--- src/rtl/step_position_tracker.sv ---
// Signed step-position counter with synchronised step input, limits (saturate or wrap),
// preset load/clear and target compare. Define STEP_TRACKER_VELOCITY_EN to add the windowed velocity output.
module step_position_tracker #(
  parameter int WIDTH       = 10,
  parameter int MIN_COUNT   = -(2**(WIDTH-1)),
  parameter int MAX_COUNT   = 2**(WIDTH-1)-1,
  parameter bit WRAP        = 1'b0,
  parameter int SYNC_STAGES = 2,
  parameter int VEL_WINDOW  = 1000
) (
  input  logic             clk,
  input  logic             reset,
  input  logic             enable,
  input  logic             step,
  input  logic             count_up,
  input  logic             clear,
  input  logic             load,
  input  logic [WIDTH-1:0] load_value,
  input  logic [WIDTH-1:0] target,
  output logic [WIDTH-1:0] count,
  output logic             at_min,
  output logic             at_max,
  output logic             at_target,
  output logic             limit_hit
`ifdef STEP_TRACKER_VELOCITY_EN
  ,
  output logic [WIDTH-1:0] velocity,
  output logic             velocity_valid
`endif
);

  localparam logic signed [WIDTH:0]   MIN_X = (WIDTH+1)'(MIN_COUNT);
  localparam logic signed [WIDTH:0]   MAX_X = (WIDTH+1)'(MAX_COUNT);
  localparam logic signed [WIDTH:0]   ONE_X = {{WIDTH{1'b0}}, 1'b1};
  localparam logic        [WIDTH-1:0] MIN_W = MIN_X[WIDTH-1:0];
  localparam logic        [WIDTH-1:0] MAX_W = MAX_X[WIDTH-1:0];

  if (SYNC_STAGES < 2 || MIN_COUNT >= MAX_COUNT || VEL_WINDOW < 1) begin : g_param_check
    $error("step_position_tracker: invalid parameter set");
  end

  logic [SYNC_STAGES-1:0] sync_q;
  logic                   hist_q;
  logic                   step_evt;
  logic                   move;
  logic                   at_edge;
  logic                   changed;
  logic signed [WIDTH:0]  cnt_x;
  logic signed [WIDTH:0]  lv_x;
  logic [WIDTH-1:0]       step_d;
  logic [WIDTH-1:0]       load_d;

  assign step_evt = sync_q[SYNC_STAGES-1] & ~hist_q;
  assign move     = step_evt & enable;
  // One guard bit keeps +1/-1 and the limit compares from overflowing at full-range limits.
  assign cnt_x    = $signed({count[WIDTH-1], count});
  assign lv_x     = $signed({load_value[WIDTH-1], load_value});

  // NOTE: every always_comb output gets a default first so no path can infer a latch.
  always_comb begin
    at_edge = 1'b0;
    step_d  = count;
    if (count_up) begin
      at_edge = (cnt_x >= MAX_X);
      if (!at_edge)  step_d = WIDTH'(cnt_x + ONE_X);
      else if (WRAP) step_d = MIN_W;
    end else begin
      at_edge = (cnt_x <= MIN_X);
      if (!at_edge)  step_d = WIDTH'(cnt_x - ONE_X);
      else if (WRAP) step_d = MAX_W;
    end
  end

  always_comb begin
    load_d = load_value;
    if (lv_x < MIN_X)      load_d = MIN_W;
    else if (lv_x > MAX_X) load_d = MAX_W;
  end

  // A step only reaches the count when nothing of higher priority claims the cycle.
  assign changed = move & ~clear & ~load & (~at_edge | WRAP);

  // NOTE: state registers use non-blocking assignments so every flop samples pre-edge values.
  always_ff @(posedge clk or posedge reset) begin
    if (reset) begin
      sync_q    <= '0;
      hist_q    <= 1'b0;
      count     <= '0;
      limit_hit <= 1'b0;
    end else begin
      sync_q <= {sync_q[SYNC_STAGES-2:0], step};
      hist_q <= sync_q[SYNC_STAGES-1];
      if (clear) begin
        count     <= '0;
        limit_hit <= 1'b0;
      end else if (load) begin
        count     <= load_d;
        limit_hit <= 1'b0;
      end else if (move) begin
        count <= step_d;
        if (at_edge) limit_hit <= 1'b1;
      end
    end
  end

  assign at_min    = (count == MIN_W);
  assign at_max    = (count == MAX_W);
  assign at_target = (count == target);

`ifdef STEP_TRACKER_VELOCITY_EN
  localparam int WW = (VEL_WINDOW > 1) ? $clog2(VEL_WINDOW) : 1;
  localparam logic signed [WIDTH:0] ACC_MAX = {2'b00, {(WIDTH-1){1'b1}}};
  localparam logic signed [WIDTH:0] ACC_MIN = {2'b11, {(WIDTH-1){1'b0}}};

  logic [WW-1:0]          win_q;
  logic [WIDTH-1:0]       acc_q;
  logic signed [WIDTH:0]  delta_x;
  logic signed [WIDTH:0]  acc_x;
  logic [WIDTH-1:0]       acc_d;
  logic                   last;

  assign last    = (win_q == WW'(VEL_WINDOW-1));
  assign delta_x = !changed ? '0 : (count_up ? ONE_X : -ONE_X);
  assign acc_x   = $signed({acc_q[WIDTH-1], acc_q}) + delta_x;

  always_comb begin
    acc_d = WIDTH'(acc_x);
    if (acc_x > ACC_MAX)      acc_d = ACC_MAX[WIDTH-1:0];
    else if (acc_x < ACC_MIN) acc_d = ACC_MIN[WIDTH-1:0];
  end

  always_ff @(posedge clk or posedge reset) begin
    if (reset) begin
      win_q          <= '0;
      acc_q          <= '0;
      velocity       <= '0;
      velocity_valid <= 1'b0;
    end else if (clear || load) begin
      win_q          <= '0;
      acc_q          <= '0;
      velocity_valid <= 1'b0;
    end else if (last) begin
      win_q          <= '0;
      acc_q          <= '0;
      velocity       <= acc_d;
      velocity_valid <= 1'b1;
    end else begin
      win_q          <= win_q + WW'(1);
      acc_q          <= acc_d;
      velocity_valid <= 1'b0;
    end
  end
`endif

endmodule
--- config.mk ---
export PLATFORM = sky130hd
export DESIGN_NAME = step_position_tracker
export DESIGN_NICKNAME = d
export VERILOG_FILES = /design/src/rtl/step_position_tracker.sv
export SDC_FILE = /design/constraint.sdc
export NUM_CORES = 1
export LEC_CHECK = 0
export CORE_MARGIN = 2
export CORE_UTILIZATION = 41
export CTS_BUF_LIST = sky130_fd_sc_hd__clkbuf_16
export CTS_CLUSTER_SIZE = 16
export DETAILED_ROUTE_END_ITERATION = 8
export PLACE_DENSITY_LB_ADDON = 0.12
export SYNTH_ARGS = -nofsm -noshare
export SYNTH_HDL_FRONTEND = slang
export SYNTH_SLANG_ARGS = --single-unit
--- constraint.sdc ---
create_clock -name clk -period 2.15 [get_ports clk]
set_input_delay 0.3225 -clock clk [delete_from_list [all_inputs] [get_ports clk]]
set_output_delay 0.3225 -clock clk [all_outputs]
set_load 0.02 [all_outputs]
# Word-level counts from Yosys, hierarchy flattened
# Cells that the tools add are included.
# Widths: inputs -> output; s select.
# op_classes
magnitude_cmp	4
muxes	13
n_addsub	2
reduce_logical	4
n_bitwise	3
n_eq_ne	5
# op_table
cell	count
$mux 10	8
$add 10x2->10 const B	1
$eq 10x10->1	1
$eq 10x10->1 const B	1
$eq 10x9->1 const B	1
$ge 10x10->1 const B	1
$gt 10x10->1 const B	1
$le 10x10->1 const B	1
$lt 10x10->1 const B	1
$sub 10x2->10 const B	1
$ne 4x4->1 const B	2
$reduce_bool 3->1	2
$mux 1	5
$reduce_and 3->1	1
$and 1x1->1	2
$reduce_and 2->1	1
$not 1->1	1
# word_totals
output_inout_bits	14
ff_bits	14
elab_cells	35

# Depth between registers and ports, before layout
# Gate-level depths: netlist (run 1).
# depth
ltp_word	6
mapped_depth	9
mapped_depth_nobuf	8

# Worst setup path before layout (run 1)
# Ideal clock, no wire load.
# synth_path
kind	input port to flip-flop
from	input port count_up
to	register count[8]
path_slack_ps	-30
stages	8
setup_time_ps	95
arrival_ps	2085
path_cell_list	inv_1 -> fa_1 -> a211oi_1 -> o21bai_1 -> a2111oi_0 -> nor3_1 -> xnor2_1 -> o31ai_1
# synth_via
elab_chain_cells	4
# synth_rtl
element	line_no	source
start: declaration	15	input logic count_up,
$mux 10	63	if (count_up) begin
$mux 10	99	end else if (move) begin
$mux 10	96	end else if (load) begin
$mux 10	93	if (clear) begin
end signal: assignment	97	count <= load_d;
end signal: assignment	100	count <= step_d;
end: declaration	20	output logic [WIDTH-1:0] count,
# Several ways; a longest one is shown, not always the timed one. The select of a mux whose other input is x is not followed.
# A chain may end at the register's enable or synchronous reset.

# Worst setup path after layout (run 1)
# layout_path
from	register count[2]
to	register count[9]
# layout_via
elab_chain_cells	6
# layout_rtl
element	line_no
$sub 10x2->10 or $add 10x2->10 (tied branches)	69, 65
$mux 10 (on tied branches)	69, 65
$mux 10	63
$mux 10	99
$mux 10	96
$mux 10	93
# Several ways; a longest one is shown, not always the timed one. The select of a mux whose other input is x is not followed.

==> qor.yml, run 1 <==
status:
  status: "finished, final reports clean"
final_layout:
  fin_area_mm2: 0.001992
  antenna_cells: 0
  fin_nets: 240
  area_growth_pct: 65.15
  drive_above_1_share_pct: 26.24
synth:
  syn-mean-instance-area_um2: 9.001
  synth.most_common_cell: "dfrtp_1"
  synthFlopType: "dfrtp_1"
  synthMuxAreaShare_pct: 2.075
  synth-compound-area-share_pct: 26.04
  syn_inst: 134
  synthesis.nets: 170
  yosys.area_share.adder_pct: 9.959
  synth_common_cells: "14 x dfrtp_1, 11 x nand2_1, 10 x a21oi_1, 10 x xnor2_1, 9 x o21ai_0"
  synth_simple_gate_area_share_pct: 16.70
  seq_area_frac_synth_pct: 29.05
  synthDistinctLibCells: 43
  synth-seq-cells: 14
  postSynth.asyncResetShare_pct: 100.0
  synth_edf_count: 0
  ys_top_cells_by_area: "dfrtp_1 29%, ha_1 8.3%, xnor2_1 7.3%, xor2_1 4.4%, a21oi_1 4.1%"
  yosysWarnings: 0
  yosysTopAreaCellShare_pct: 29.05
  yosys.area.top_type: "dfrtp_1"
  synth_xor_area_share_pct: 11.62
  synth_top_family_by_area: "compound AO/OA/AOI/OAI gates"
  netlist_area_mm2: 0.001206
route:
  routedWlPerCell_um: 15.48
  drt_iter0_drc: 58
  totalWireLength_mm: 3.606
  vias: 1287
  routed_via_density: 5.524
  drc: 0
  ant_nets: 0
  drtPass1Iterations: 4
critical_path:
  crit_path_start_kind: "flop"
  cp.required_ps: 2270
  crit_arrival_ps: 2250
  crit_path_max_fanout: 4
  critPathKind: "flop to flop"
  worstSetupEndpointType: "flop"
sta:
  worst_pin_slew_ps: 545.7
  fin_crit_ps: 2125
  holdWs_ps: 343.5
  period_share_pct: 98.84
  finClkSkew_ps: 1.740
  fmax_ghz: 0.4706
  finalSetupViolCount: 0
  slew_headroom_pct: 63.58
  hold_violations: 0
  final_max_slew_viol_count: 0
clocking:
  htreeDepth: 1
  root_buffer: "clkbuf_16"
  ctsHoldBuffers: 0
  clk_pin_slew_worst_paths_ps: 40
  cts_tree: "built"
  cts_buffer_depth: 2
  clk_latency_ps: 240
  cts_buffers: 3
  clock_sinks: 14
die:
  die_area_mm2: 0.003392
  core-area_mm2: 0.002781
  rows: 19
  ioPinCount: 41
  die_y_um: 58.24
  start_util_pct: 43.36
  fp.dieW_um: 58.24
placed_design:
  place.detailed.hpwl_mm: 2.754
  placedInstanceArea_mm2: 0.001831
  port-buffer-count: 40
  gp_congestion: 0.9595
run:
  maxCapViolations: 0
hold_path:
  min_path_type: "flop to flop"
power:
  p_leak_nw: 0.8836
  power_density_mw_per_mm2: 635.7
  ir_drop_v: 0.0006675
global_routing:
  grt-ovfl-total: 0
  grtUsageTotal_pct: 22.54
  grt_pass1_vias: 1272
  grt_antenna_before_repair: 0
  grt_max_degree: 16
  grt_pass1_wl_mm: 5.892
[report_power, final]
| group | internal, mW | switching [mW] | total (mW) |
|---|---|---|---|
| logic | 0.323 | 0.265 | 0.589 |
| registers | 0.292 | 0.0474 | 0.340 |
| clock network | 0.242 | 0.0959 | 0.338 |
| total | 0.858 | 0.409 | 1.27 |
[layout make-up]
cell class | count | area, um2
multi-input combinational | 110 | 874.6
sequential | 14 | 350.3
inverter | 4 | 17.52
tap | 31 | 38.79
clock buffer | 3 | 75.07
timing repair buffer | 71 | 635.6
fill | 226 | 789.5
[placed cells by master (no fill, tap or decap), drive strengths merged, types with 3 or more instances in the layout]
master,instances
clkbuf,4
dfrtp,14
xor2,6
o31ai,4
xnor2,10
a21o,3
nor2,7
buf,31
clkdlybuf4s50,36
nand2,11
inv,4
nor3,4
nand4,4
a22o,4
ha,8
o21ai,9
a21oi,11
[kinds of logic after synthesis]
kind of cell               count (synthesis)
adders and majority gates                  9
muxes                                      2
and+or+nand+nor                           39
DFF                                       14
buffers and inverters                     10
xor gates and xnor gates                  16
AOI/OAI and AO/OA                         44
[critical path: stages, from the launching register on]
cell and delay, ps:
dfrtp_1 440, ha_4 310, o21ai_0 110, o21bai_2 220
nand4_1 190, a21o_1 250, a31o_1 210, a221o_1 280
[sequential cells by signal, summed over array words and instances (netlist names)]
register and cells:
hist_q 1, sync_q 2, count 10, limit_hit 1
[what timing repair did]
item | CTS | global route
pin swaps | 5 | 6
gates cloned | 0 | 0
resized for setup | 10 | 15
setup endpoints to repair | 8 | 5
buffers inserted | 0 | 1
[metal layers]
| metal | up-vias | global-route usage [%] | share of wire [%] | wire length [um] |
|---|---|---|---|---|
| met5 | - | 0 | 0 | 0 |
| met4 | 0 | 8.970 | 1.5 | 55 |
| met3 | 6 | 3.795 | 6.8 | 244 |
| met2 | 46 | 36.36 | 47 | 1679 |
| met1 | 597 | 30.04 | 45 | 1627 |
| li1 | 638 | - | - | - |
[per-stage QoR]
| stage | utilization [%] | total power [mW] | std cells | setup TNS, ps | setup WS [ps] |
|---|---|---|---|---|---|
| finish | 71.61 | 1.266 | 233 | 0 | 24.97 |
| global placement | 65.81 | 0.8693 | 229 | -2779 | -548.5 |
| floorplan | - | 0.6306 | 134 | 0 | 3.536 |
| CTS | 69.82 | 1.244 | 232 | -2.082 | -2.082 |
| detailed placement | 65.81 | 0.8804 | 229 | -2982 | -565.4 |
| global route | 71.61 | 1.342 | 233 | -76.57 | -76.57 |
[final timing paths]
kind / startpoint / end / cells past startpoint / slack [ps]
setup / recovery: count[2] / count[9] / 7 / 20
setup reg to reg: count[2] / count[9] / 7 / 20
hold / removal: sync_q[0] / sync_q[1] / 0 / 340
min in group asynchronous: reset / hist_q / 2 / 430
hold reg to reg: sync_q[0] / sync_q[1] / 0 / 340
max in group asynchronous: reset / count[0] / 2 / 1360
(Power assumes the default switching activity.)
==> run 2, diff against run 1 <==
--- a/config.mk
+++ b/config.mk
@@ -8,6 +8,7 @@
 export CORE_MARGIN = 2
 export CORE_UTILIZATION = 41
 export CTS_BUF_LIST = sky130_fd_sc_hd__clkbuf_16
+export CTS_CLUSTER_DIAMETER = 50
 export CTS_CLUSTER_SIZE = 16
 export DETAILED_ROUTE_END_ITERATION = 8
 export PLACE_DENSITY_LB_ADDON = 0.12
==> results of run 2 <==
Final layout, timing and power as in run 1 (identical DEF).
==> run 3, diff against run 2 <==
--- a/config.mk
+++ b/config.mk
@@ -5,6 +5,7 @@
 export SDC_FILE = /design/constraint.sdc
 export NUM_CORES = 1
 export LEC_CHECK = 0
+export ABC_AREA = 0
 export CORE_MARGIN = 2
 export CORE_UTILIZATION = 41
 export CTS_BUF_LIST = sky130_fd_sc_hd__clkbuf_16
==> results of run 3 <==
Final layout, timing and power as in run 1 (identical DEF).
